File: config.mk
export PLATFORM = sky130hd
export DESIGN_NAME = pipe_pclk_rate_ctrl_flat
export DESIGN_NICKNAME = d
export VERILOG_FILES = /design/src/rtl/pipe_pclk_rate_ctrl_if.sv /design/src/rtl/pipe_pclk_rate_ctrl.sv /design/src/flat_wrapper.sv
export SDC_FILE = /design/constraint.sdc
export NUM_CORES = 1
export LEC_CHECK = 0
export CAP_MARGIN = 20
export CORE_MARGIN = 1.5
export CORE_UTILIZATION = 48
export CTS_CLUSTER_SIZE = 20
export DETAILED_ROUTE_END_ITERATION = 8
export DONT_BUFFER_PORTS = 1
export PLACE_DENSITY = 0.63
export SETUP_SLACK_MARGIN = 0.5
export SYNTH_ARGS = -nofsm -noshare
export SYNTH_HDL_FRONTEND = slang
export SYNTH_SLANG_ARGS = --single-unit
File: constraint.sdc
create_clock -name pclk_250mhz -period 5.5 [get_ports pclk_250mhz]
set_clock_uncertainty 0.2 [all_clocks]
set_input_delay 0.55 -clock pclk_250mhz [delete_from_list [all_inputs] [get_ports pclk_250mhz]]
set_output_delay 0.55 -clock pclk_250mhz [all_outputs]
set_load 0.02 [all_outputs]
File: src/rtl/pipe_pclk_rate_ctrl_if.sv
// Rate request and clock-enable status bundle for the PIPE rate controller.
interface pipe_pclk_rate_ctrl_if;
   logic [1:0] rate_req;
   logic       pclk_en;
   logic [1:0] rate_cur;
   logic       phystatus;
   logic       busy;
   logic       rate_err;

   modport master (
      output rate_req,
      input  pclk_en,
      input  rate_cur,
      input  phystatus,
      input  busy,
      input  rate_err
   );

   modport slave (
      input  rate_req,
      output pclk_en,
      output rate_cur,
      output phystatus,
      output busy,
      output rate_err
   );
endinterface

File: src/rtl/pipe_pclk_rate_ctrl.sv
// PIPE rate controller: divides the 250 MHz clock into a per-rate enable strobe
// and sequences rate changes through a strobe-free settle window.
module pipe_pclk_rate_ctrl #(
   parameter int unsigned SETTLE_CYCLES = 8
) (
   input logic                   pclk_250mhz,
   input logic                   rst_n,
   pipe_pclk_rate_ctrl_if.slave  bus
);

   localparam int unsigned SETTLE_W = 8;
   localparam int unsigned RATE_W   = 2;
   localparam int unsigned DIV_W    = 2;

   localparam logic [RATE_W-1:0]   RATE_62M5   = 2'b00;
   localparam logic [RATE_W-1:0]   RATE_125M   = 2'b01;
   localparam logic [RATE_W-1:0]   RATE_RSVD   = 2'b11;
   localparam logic [SETTLE_W-1:0] SETTLE_LAST = SETTLE_W'(SETTLE_CYCLES - 1);

   typedef enum logic [1:0] {
      ST_RUN,
      ST_DRAIN,
      ST_SWITCH,
      ST_RESUME
   } state_t;

   state_t              state_q,     state_nxt;
   logic [DIV_W-1:0]    div_q,       div_nxt;
   logic [SETTLE_W-1:0] settle_q,    settle_nxt;
   logic [RATE_W-1:0]   tgt_q,       tgt_nxt;
   logic [RATE_W-1:0]   rate_cur_q,  rate_cur_nxt;
   logic                pclk_en_q,   pclk_en_nxt;
   logic                phystatus_q, phystatus_nxt;
   logic                busy_q,      busy_nxt;
   logic                rate_err_q,  rate_err_nxt;

   logic [DIV_W-1:0]    div_max_c;
   logic                div_wrap_c;
   logic                req_valid_c;

   // Terminal count of the divider for the rate currently in effect
   always_comb begin
      case (rate_cur_q)
         RATE_62M5: div_max_c = DIV_W'(3);
         RATE_125M: div_max_c = DIV_W'(1);
         default:   div_max_c = DIV_W'(0);
      endcase
   end

   assign div_wrap_c  = (div_q == div_max_c);
   assign req_valid_c = (bus.rate_req != RATE_RSVD) && (bus.rate_req != rate_cur_q);

   always_ff @(posedge pclk_250mhz or negedge rst_n) begin
      if (!rst_n) begin
         state_q     <= ST_RUN;
         div_q       <= '0;
         settle_q    <= '0;
         tgt_q       <= RATE_62M5;
         rate_cur_q  <= RATE_62M5;
         pclk_en_q   <= 1'b0;
         phystatus_q <= 1'b0;
         busy_q      <= 1'b0;
         rate_err_q  <= 1'b0;
      end else begin
         state_q     <= state_nxt;
         div_q       <= div_nxt;
         settle_q    <= settle_nxt;
         tgt_q       <= tgt_nxt;
         rate_cur_q  <= rate_cur_nxt;
         pclk_en_q   <= pclk_en_nxt;
         phystatus_q <= phystatus_nxt;
         busy_q      <= busy_nxt;
         rate_err_q  <= rate_err_nxt;
      end
   end

   always_comb begin
      state_nxt     = state_q;
      div_nxt       = div_q;
      settle_nxt    = settle_q;
      tgt_nxt       = tgt_q;
      rate_cur_nxt  = rate_cur_q;
      pclk_en_nxt   = 1'b0;
      phystatus_nxt = 1'b0;
      busy_nxt      = busy_q;
      rate_err_nxt  = (bus.rate_req == RATE_RSVD);

      case (state_q)
         ST_RUN: begin
            if (req_valid_c) begin
               // Accept edge: strobe is suppressed from here until the new rate's first wrap
               state_nxt  = ST_DRAIN;
               tgt_nxt    = bus.rate_req;
               busy_nxt   = 1'b1;
               settle_nxt = '0;
            end else begin
               busy_nxt    = 1'b0;
               pclk_en_nxt = div_wrap_c;
               div_nxt     = div_wrap_c ? DIV_W'(0) : DIV_W'(div_q + DIV_W'(1));
            end
         end
         ST_DRAIN: begin
            settle_nxt = SETTLE_W'(settle_q + SETTLE_W'(1));
            if (settle_q == SETTLE_LAST) begin
               state_nxt = ST_SWITCH;
            end
         end
         ST_SWITCH: begin
            rate_cur_nxt = tgt_q;
            div_nxt      = '0;
            state_nxt    = ST_RESUME;
         end
         ST_RESUME: begin
            pclk_en_nxt = div_wrap_c;
            div_nxt     = div_wrap_c ? DIV_W'(0) : DIV_W'(div_q + DIV_W'(1));
            if (div_wrap_c) begin
               phystatus_nxt = 1'b1;
               state_nxt     = ST_RUN;
            end
         end
         default: begin
            state_nxt = ST_RUN;
         end
      endcase
   end

   assign bus.pclk_en   = pclk_en_q;
   assign bus.rate_cur  = rate_cur_q;
   assign bus.phystatus = phystatus_q;
   assign bus.busy      = busy_q;
   assign bus.rate_err  = rate_err_q;

endmodule

File: src/flat_wrapper.sv
// flat-port wrapper written by rule: the top's interface ports become plain ports
module pipe_pclk_rate_ctrl_flat 
#(
   parameter int unsigned SETTLE_CYCLES = 8
)
  (pclk_250mhz, rst_n, bus_rate_req, bus_pclk_en, bus_rate_cur, bus_phystatus, bus_busy, bus_rate_err);
  pipe_pclk_rate_ctrl_if bus_i ();
  input logic pclk_250mhz;
  input logic rst_n;
  input wire logic [$bits(bus_i.rate_req)-1:0] bus_rate_req;
  output wire logic [$bits(bus_i.pclk_en)-1:0] bus_pclk_en;
  output wire logic [$bits(bus_i.rate_cur)-1:0] bus_rate_cur;
  output wire logic [$bits(bus_i.phystatus)-1:0] bus_phystatus;
  output wire logic [$bits(bus_i.busy)-1:0] bus_busy;
  output wire logic [$bits(bus_i.rate_err)-1:0] bus_rate_err;
  assign bus_i.rate_req = bus_rate_req;
  assign bus_pclk_en = bus_i.pclk_en;
  assign bus_rate_cur = bus_i.rate_cur;
  assign bus_phystatus = bus_i.phystatus;
  assign bus_busy = bus_i.busy;
  assign bus_rate_err = bus_i.rate_err;
  pipe_pclk_rate_ctrl #(.SETTLE_CYCLES(SETTLE_CYCLES)) u_core (.pclk_250mhz(pclk_250mhz), .rst_n(rst_n), .bus(bus_i));
endmodule
==> Implementation_results.wiki, run 1 <==
{| class="wikitable"
! Metric !! Value
|-
| Hold buffer count at cts || 1
|-
| Post-layout util || 55.45%
|-
| Capturing element type of the critical path || flop
|-
| Clk Latency, worst-skew pair || ~0.30 ns
|-
| Top Ports || 10
|-
| Worst Setup Start Kind || flop
|-
| Antenna violations before repair || 0
|-
| Max-capacitance violation count || 0
|-
| Die extent in x || approximately 50 um
|-
| Worst path cell trace || inv_1, ha_1, o211ai_1, nor2_1, a221o_1, mux2_4
|-
| CP max stage cell || dfrtp_1
|-
| Share of synthesized cell area in and, or, nand and nor gates || 17.14%
|-
| Post-CTS setup-driven buffer insertion count || 0
|-
| H-tree depth reported by CTS || 1
|-
| Area growth from synthesis to final layout || 5.911%
|-
| Largest net degree at the start of global routing || 21
|-
| Static power due to leakage || between 0.5 and 0.6 nW
|-
| Number of clock buffers inserted by TritonCTS || 3
|-
| Share of power burned in the clock network || around 31%
|-
| Number of diodes || 0
|-
| Adder-cell area share of the yosys netlist || under 10%
|-
| Arrival time at the worst endpoint || 2.19 ns
|-
| Compound-cell area share of the yosys netlist || 17.26%
|-
| Crit Path Category || flop to flop
|-
| DRC violations left || 0
|-
| Net count of the mapped netlist || between 100 and 150
|-
| DIE AREA || roughly 2500 um^2
|-
| Final ANT Viol Nets || 0
|-
| Top area cells in the synthesized netlist || dfrtp_1, ha_1, o21ai_0
|-
| Vias in the first global route || around 750
|-
| Number of failing hold endpoints at the final stage || 0
|-
| Clock transition at path regs || between 0.1 and 0.15 ns
|-
| Drt first-iter violations || 15
|-
| Area of the placeable core || 2022 um^2
|-
| Internal power || 0.1742 mW
|-
| GRT Overall Usage || 17.67%
|-
| Unrepaired setup endpoints after global routing || false
|-
| Iteration count of the initial detailed-routing pass || 4
|-
| Worst-path maximum fanout || 6
|-
| IR Drop Worst-Case VDD || ~0.09 mV
|-
| Post-Route WL || 1934 um
|-
| Proportion of layout cells with a drive suffix above 1 || roughly 7.3%
|-
| Result of the run || finished clean
|-
| Vias after detailed routing || around 770
|-
| Share of the clock period used by the worst path after layout || 39.74%
|-
| Layout Cells excl Fill || ~140
|-
| Post-detailed-route wirelength per cell || 14.22 um
|-
| Required time worst endpoint || around 5.5 ns
|-
| Power dissipated by switching net loads || between 0.04 and 0.05 mW
|-
| Placement Cell Area || ~1100 um^2
|-
| Root buffer cell || clkbuf_4
|-
| Starting density of the core || a little over half
|-
| Detailed-route vias per instance || ~5.7
|-
| Commonest non-fill, non-tap cells in the layout || dfrtp_1, o21ai_0, nor2_1, nand2_1
|-
| Fin. max-slew vios || 0
|-
| Wire length of the first global-routing pass || between 3000 and 4000 um
|-
| TNS Setup || 0 ns
|-
| Synth Register Bits || 20
|-
| Crit path largest cell delay || 0.44 ns
|-
| Distinct cell type count of the synthesized netlist || 32
|-
| Total of fill cells in the finished design || approximately 190
|-
| Share of cell area taken by muxes after synthesis || approximately 6.4%
|-
| Post-route design area || about 1100 um^2
|-
| Share of synthesized area occupied by flip-flops and latches || about 47%
|-
| Height of the die || roughly 50 um
|-
| Total power of the final layout || approximately 0.22 mW
|-
| Part of the power in registers || between 60% and 70%
|-
| Synth Warn # || 0
|-
| Fraction of power spent switching nets || between 20% and 30%
|-
| Hpwl dp || approximately 1400 um
|-
| Pwr per Cell Area || around 200 nW/um^2
|-
| Library cell with the largest summed area after synthesis || dfrtp_1
|-
| Number of standard cells after synthesis || 106
|-
| Number of placed cells counting well taps || roughly 130
|-
| Number of core rows || 16
|-
| Total overflow reported by the global router || 0
|-
| Setup violators final || 0
|-
| Number of port buffers || 0
|-
| Post-Syn Area || 1059 um^2
|-
| Relative slew slack || around two fifths
|-
| Final GP Congestion || 0.7664
|-
| Resize count post-CTS || 0
|-
| Combinational family with the most area after synthesis || compound AO/OA/AOI/OAI gates
|-
| Post-Synthesis Mean Instance Area || 9.986 um^2
|-
| XOR/XNOR share of the synthesized area || 0.8274%
|-
| Final net count || roughly 120
|-
| Slew at the pin closest to its max-slew limit || about 0.90 ns
|-
| Portion of synthesized cell area occupied by the leading cell type || between 40% and 50%
|-
| Clock tree from TritonCTS || yes
|-
| Clock tree buffer depth || 2
|-
| Hold Path Class || input port to flop
|-
| Combinational share of power || between 2 and 2.5%
|-
| Minimum clock period after layout || about 2.2 ns
|-
| Most frequent standard cell in the layout excluding fill and tap cells || dfrtp_1
|-
| Sink count of the clock tree || 20
|-
| Fmax || between 400 and 500 MHz
|}
## flip-flops by register name (all words and copies together) (netlist names)
signal                count
u_core.bus.busy           1
u_core.bus.pclk_en        1
u_core.bus.phystatus      1
u_core.bus.rate_cur       2
u_core.bus.rate_err       1
u_core.div_q              2
u_core.settle_q           8
u_core.state_q            2
u_core.tgt_q              2
## through the flow
stage / hold slack (ns) / worst slack [ns]
final: 0.1781 / 3.314
after global routing: 0.1719 / 3.168
after CTS: 0.1800 / 3.298
after detailed placement: 0.05481 / 3.325
after global placement: 0.05479 / 3.401
after floorplan: 0.05441 / 3.518
## cell usage after synthesis (all sizes together)
| cell type | number |
|---|---|
| nor3 | 2 |
| nand3 | 7 |
| a22o | 5 |
| nor2b | 1 |
| nand2b | 3 |
| a31oi | 1 |
| nor2 | 8 |
| nor4b | 1 |
| mux2i | 3 |
| a221o | 1 |
| o211ai | 2 |
| a41o | 1 |
| a21boi | 1 |
| a21oi | 2 |
| xor2 | 1 |
| mux2 | 3 |
| and2 | 1 |
| or4 | 1 |
| or4b | 1 |
| inv | 7 |
| ha | 7 |
| o21ai | 14 |
| dfrtp | 20 |
| o22ai | 1 |
| or2 | 2 |
| buf | 1 |
| nand2 | 8 |
| and3 | 1 |
## routing by layer
layer  track usage, %  part of all wire (%)  vias to the layer above  wire [um]
met5                0                     0                        -          0
met2            27.11                    45                       12        875
li1                 -                     -                      384          -
met1            24.90                    52                      376        997
met4            6.944                  0.52                        0         10
met3            2.727                   2.6                        2         50
## power groups by stage
stage	clock network [mW]	logic [mW]	registers, mW
after floorplan	0	0.00173	0.151
after global placement	0	0.00190	0.151
after detailed placement	0	0.00195	0.151
after CTS	0.0719	0.00547	0.148
after global routing	0.0757	0.00611	0.148
final	0.0697	0.00513	0.148
## final timing paths
| path | startpoint | endpoint | slack, ns | cells after the start |
|---|---|---|---|---|
| setup / recovery | u_core.state_q[1]$_DFFE_PN0P_ | u_core.state_q[1]$_DFFE_PN0P_ | 3.31 | 6 |
| hold / removal | bus_rate_req[1] | u_core.bus.rate_err$_DFF_PN0_ | 0.18 | 1 |
| setup reg to reg | u_core.state_q[1]$_DFFE_PN0P_ | u_core.state_q[1]$_DFFE_PN0P_ | 3.31 | 6 |
| hold reg to reg | u_core.tgt_q[0]$_DFFE_PN0P_ | u_core.bus.rate_cur[0]$_DFFE_PN0P_ | 0.30 | 2 |
| max in group asynchronous | rst_n | u_core.bus.busy$_DFFE_PN0N_ | 3.93 | 1 |
| min in group asynchronous | rst_n | u_core.state_q[0]$_DFFE_PN0P_ | 0.61 | 1 |
## critical path, delay by kind of cell (launching register included)
| family | cells | cell delay, ns |
|---|---|---|
| AOI/OAI and AO/OA | 2 | 0.41 |
| adders and majority gates | 1 | 0.24 |
| buffers and inverters | 1 | 0.14 |
| DFF | 1 | 0.44 |
| muxes | 1 | 0.31 |
| and+or+nand+nor | 1 | 0.33 |
## cells by family after synthesis
logic type | after synthesis
compound gates | 28
xor+xnor | 1
fa+ha+maj | 7
buf+inv | 8
flops | 20
mux | 6
simple gates | 36
## layout make-up
| type | instances | area [um^2] | share of cell area [%] |
|---|---|---|---|
| multi-input combinational | 78 | 528.0 | 47.10 |
| sequential | 20 | 500.5 | 44.64 |
| tap | 27 | 33.78 | 3.013 |
| inverter | 7 | 26.28 | 2.344 |
| clock buffer | 3 | 22.52 | 2.009 |
| timing repair buffer | 1 | 10.01 | 0.8929 |
Note: power is estimated with default switching activity, not from simulation.
==> run 2: changes to the inputs <==
Settings changed: ABC_AREA set to 1.
Clock period 5.5 ns to 2.3 ns, I/O delays scaled along.
==> run 2 against run 1 <==
  * Global-route usage is 0.98 points higher
  * Setup slack got worse by 2.7 ns
  * Design area up 9.7%
  * Routed wire length grew 5.7%
  * Hold slack worse by 0.043 ns
  * Synthesized area up 6.5%
  * Highest routed layer unchanged
==> Implementation_results.wiki, run 2 <==
{| class="wikitable"
! Metric !! Value
|-
| Result of the run || finished clean
|-
| Hold wc startpoint || bus_rate_req[1]
|-
| Fmax || 606.9 MHz (+33%)
|-
| Internal reg-to-reg setup slack || 0.65 ns (-2.66 ns)
|-
| Distinct cell type count of the synthesized netlist || 23 (-28%)
|-
| Fraction of synthesis flops using an asynchronous set or reset pin || 100.0% (unchanged)
|-
| Crit Path Category || flop to flop
|-
| Clk Latency, worst-skew pair || 0.30 ns (about the same)
|-
| Vias after detailed routing || 877 (+13%)
|-
| Adder-cell area share of the yosys netlist || 7.769% (-0.51 points)
|-
| Most frequent standard cell in the layout excluding fill and tap cells || nand2_1
|-
| Post-detailed-route wirelength per cell || 11.82 um (-17%)
|-
| Share of cell area taken by muxes after synthesis || 0% (-6.4 points)
|-
| Top area cells in the synthesized netlist || dfrtp_1, nand2_1, ha_1
|-
| Number of clock buffers inserted by TritonCTS || 3 (unchanged)
|-
| Met1 Use GR || 24.86% (-0.043 points)
|-
| DIE AREA || 2648 um^2 (+6.1%)
|-
| Starting density of the core || 50.96% (-1.4 points)
|-
| Clock transition at path regs || 0.11 ns (about the same)
|-
| Worst-path maximum fanout || 15 (+9)
|-
| Combinational family with the most area after synthesis || simple AND/OR/NAND/NOR gates
|-
| Slew at the pin closest to its max-slew limit || 0.8819 ns (-0.01503 ns)
|-
| DRC violations left || 0 (unchanged)
|-
| Number of failing hold endpoints at the final stage || 0 (unchanged)
|-
| Compound-cell area share of the yosys netlist || 7.991% (-9.3 points)
|-
| Busiest layer in global routing || met2
|-
| Post-layout util || 55.60% (+0.15 points)
|-
| FF-to-FF path depth || 9 (+3)
|-
| Static power due to leakage || 0.6386 nW (+23%)
|-
| Worst Setup Slack post-DPL || 0.5744 ns (-2.750 ns)
|-
| Most instantiated cells after synthesis || nand2_1, dfrtp_1, inv_1, nand3_1
|-
| Post-CTS setup-driven buffer insertion count || 0 (unchanged)
|-
| Sink count of the clock tree || 20 (unchanged)
|-
| Post-Route WL || 2045 um (+5.7%)
|-
| Final net count || 157 (+29%)
|-
| Hpwl dp || 1479 um (+5.7%)
|-
| H-tree depth reported by CTS || 1 (unchanged)
|-
| Unrepaired setup endpoints after global routing || false
|-
| Hold Path Class || input port to flop
|-
| Required time worst endpoint || 2.29 ns (-3.21 ns)
|-
| Vias in the first global route || 819 (+9.8%)
|-
| Post-Synthesis Mean Instance Area || 8.169 um^2 (-18%)
|-
| Area growth from synthesis to final layout || 9.101%
|-
| Most repeated library cell on the critical path || nand2_1
|-
| Minimum clock period after layout || 1.648 ns (-0.5383 ns)
|-
| Commonest non-fill, non-tap cells in the layout || nand2_1, dfrtp_1, inv_1
|-
| Arrival time at the worst endpoint || 1.64 ns (-0.55 ns)
|-
| Max-capacitance violation count || 0 (unchanged)
|-
| TNS Setup || 0 ns (unchanged)
|-
| Relative slew slack || 41.01% (+1.0 points)
|-
| Setup violators final || 0 (unchanged)
|-
| Number of port buffers || 0 (unchanged)
|-
| Synth Warn # || 0 (unchanged)
|-
| Clock tree from TritonCTS || yes
|-
| Global-route met3 utilization || 6.725% (+4.0 points)
|-
| Worst Setup Start Kind || flop
|-
| Capturing element type of the critical path || flop
|-
| Count of flip-flops with a built-in enable after synthesis || 0 (unchanged)
|-
| Number of diodes || 0 (unchanged)
|-
| Share of synthesized area occupied by flip-flops and latches || 44.40% (-2.9 points)
|-
| Die extent in x || 51.46 um (+3.0%)
|-
| CP max stage cell || dfrtp_1
|-
| Top delay family on crit path || simple AND/OR/NAND/NOR gates
|-
| Top_reg_cell synth || dfrtp_1
|-
| Proportion of layout cells with a drive suffix above 1 || 12.41% (+5.1 points)
|-
| Wire length of the first global-routing pass || 3657 um (+8.6%)
|-
| Share of synthesized cell area in and, or, nand and nor gates || 30.19% (+13 points)
|-
| Final ANT Viol Nets || 0 (unchanged)
|-
| Worst path cell trace || inv_2, nand2_1, nand2_1, nand2_1, nand2_2, nand2_4, nand2_1, nand2_1, o21ai_1
|-
| Crit Reg-Reg Startpoint || u_core.bus.rate_cur[0]$_DFFE_PN0P_
|-
| Net count of the mapped netlist || 149 (+27%)
|-
| Number of core rows || 17 (+1)
|-
| Area of the placeable core || 2212 um^2 (+9.4%)
|-
| Antenna violations before repair || 0 (unchanged)
|-
| Cell with the most instances after synthesis || nand2_1
|-
| GRT Overall Usage || 18.65% (+0.98 points)
|-
| Setup ws final || 0.6524 ns (-2.662 ns)
|-
| Worst hold endpoint || u_core.bus.pclk_en$_DFF_PN0_
|-
| Number of buffer and inverter instances along the worst setup path || 1 (unchanged)
|-
| Crit path largest cell delay || 0.52 ns (+0.08 ns)
|-
| Number of standard cells after synthesis || 138 (+30%)
|-
| GR Layer Usage met2 || 28.42% (+1.3 points)
|-
| Synth Register Bits || 20 (unchanged)
|-
| Iteration count of the initial detailed-routing pass || 4 (unchanged)
|-
| Hold-critical path depth || 5 (+4)
|-
| Pwr per Cell Area || 1157 nW/um^2 (+480%)
|-
| Largest net degree at the start of global routing || 21 (unchanged)
|-
| Top register by number of flip-flops || u_core.settle_q
|-
| Crit Reg-Reg Endpoint || u_core.div_q[1]$_DFFE_PN0P_
|-
| Number of placed cells counting well taps || 165 (+25%)
|-
| Root buffer cell || clkbuf_4
|-
| Post-Syn Area || 1127 um^2 (+6.5%)
|-
| IR Drop Worst-Case VDD || 0.6871 mV (+680%)
|-
| Final GP Congestion || 0.7934 (+3.5%)
|-
| Drt first-iter violations || 27 (+12)
|-
| Portion of synthesized cell area occupied by the leading cell type || 44.40% (-2.9 points)
|-
| Top Ports || 10 (unchanged)
|-
| Total overflow reported by the global router || 0 (unchanged)
|-
| Library cell with the largest summed area after synthesis || dfrtp_1
|-
| Fin. max-slew vios || 0 (unchanged)
|-
| Layout Cells excl Fill || 173 (+27%)
|-
| Detailed-route vias per instance || 5.069 (-11%)
|-
| Clock tree buffer depth || 2 (unchanged)
|-
| Max reg flops || 8 (unchanged)
|-
| XOR/XNOR share of the synthesized area || 2.331% (+1.5 points)
|-
| Height of the die || 51.46 um (+3.0%)
|-
| Share of the clock period used by the worst path after layout || 71.64% (+32 points)
|}
==> run 2: cell count changes in the layout (fill, tap and decap cells not counted), moves of 4 or more <==
cell / before / now
nand2_1: 8 / 37
inv_1: 7 / 17
o21ai_1: 1 / 7
nand2_2: 0 / 4
nand3_1: 7 / 16
a22o_1: 5 / 0
o21ai_0: 13 / 5
==> run 2: worst reg2reg max path, delay by kind of cell (launching register included) <==
family / cells / cell delay [ns]
AND/OR/NAND/NOR: 7 / 0.67
flip-flops: 1 / 0.52
AO/OA/AOI/OAI: 1 / 0.06
buffers and inverters: 1 / 0.09
==> run 2: stage by stage <==
stage	hold WS, ns	instance area (um^2)	power [mW]
6_report	0.1350	1230	1.423
5_1_grt	0.1429	1230	1.560
4_1_cts	0.1320	1227	1.430
3_5_place_dp	-0.2652	1151	1.205
3_3_place_gp	-0.2652	1151	1.185
2_1_floorplan	-0.2656	1127	1.082
==> run 2: repair_timing <==
action	in CTS	in global routing
endpoints found under the setup margin	0	3
gates resized for setup	0	1
hold endpoints to repair	23	0
hold buffers	4	0
==> run 2: layer usage <==
layer  wire, um  part of all wire (%)
met1       1014                    50
met2        882                    43
met3        130                   6.4
met4         17                  0.83
met5          0                     0
==> run 2: cells by family after synthesis <==
family	count (synthesis)
buffers and inverters	20
AO/OA/AOI/OAI	16
adder cells (fa/ha/maj)	7
flip-flops	20
AND/OR/NAND/NOR	72
XOR/XNOR	3
==> run 2: worst max path at each step <==
stage	startpoint	endpoint	slack, ns	cells past startpoint
final	u_core.bus.rate_cur[0]$_DFFE_PN0P_	u_core.div_q[1]$_DFFE_PN0P_	0.65	9
after global routing	u_core.settle_q[0]$_DFFE_PN0P_	u_core.state_q[1]$_DFFE_PN0P_	0.50	8
after global placement	u_core.state_q[0]$_DFFE_PN0P_	u_core.settle_q[2]$_DFFE_PN0P_	0.66	7
after floorplan	u_core.state_q[0]$_DFFE_PN0P_	u_core.settle_q[2]$_DFFE_PN0P_	0.76	7
after detailed placement	u_core.state_q[1]$_DFFE_PN0P_	u_core.settle_q[2]$_DFFE_PN0P_	0.57	7
after CTS	u_core.state_q[1]$_DFFE_PN0P_	u_core.settle_q[2]$_DFFE_PN0P_	0.57	7
==> run 2: layout make-up <==
class                           count  area [um^2]
Clock buffer                        4        36.28
Inverter                           19        71.32
Sequential cell                    20        500.5
Tap cell                           28        35.03
Multi-Input combinational cell     98        546.8
Fill cell                         209        982.2
Timing Repair Buffer                4        40.04
==> run 2: report_power, final <==
part	internal [mW]	switching [mW]	total, mW
clock network	0.0965	0.102	0.199
logic	0.223	0.402	0.625
registers	0.459	0.141	0.600
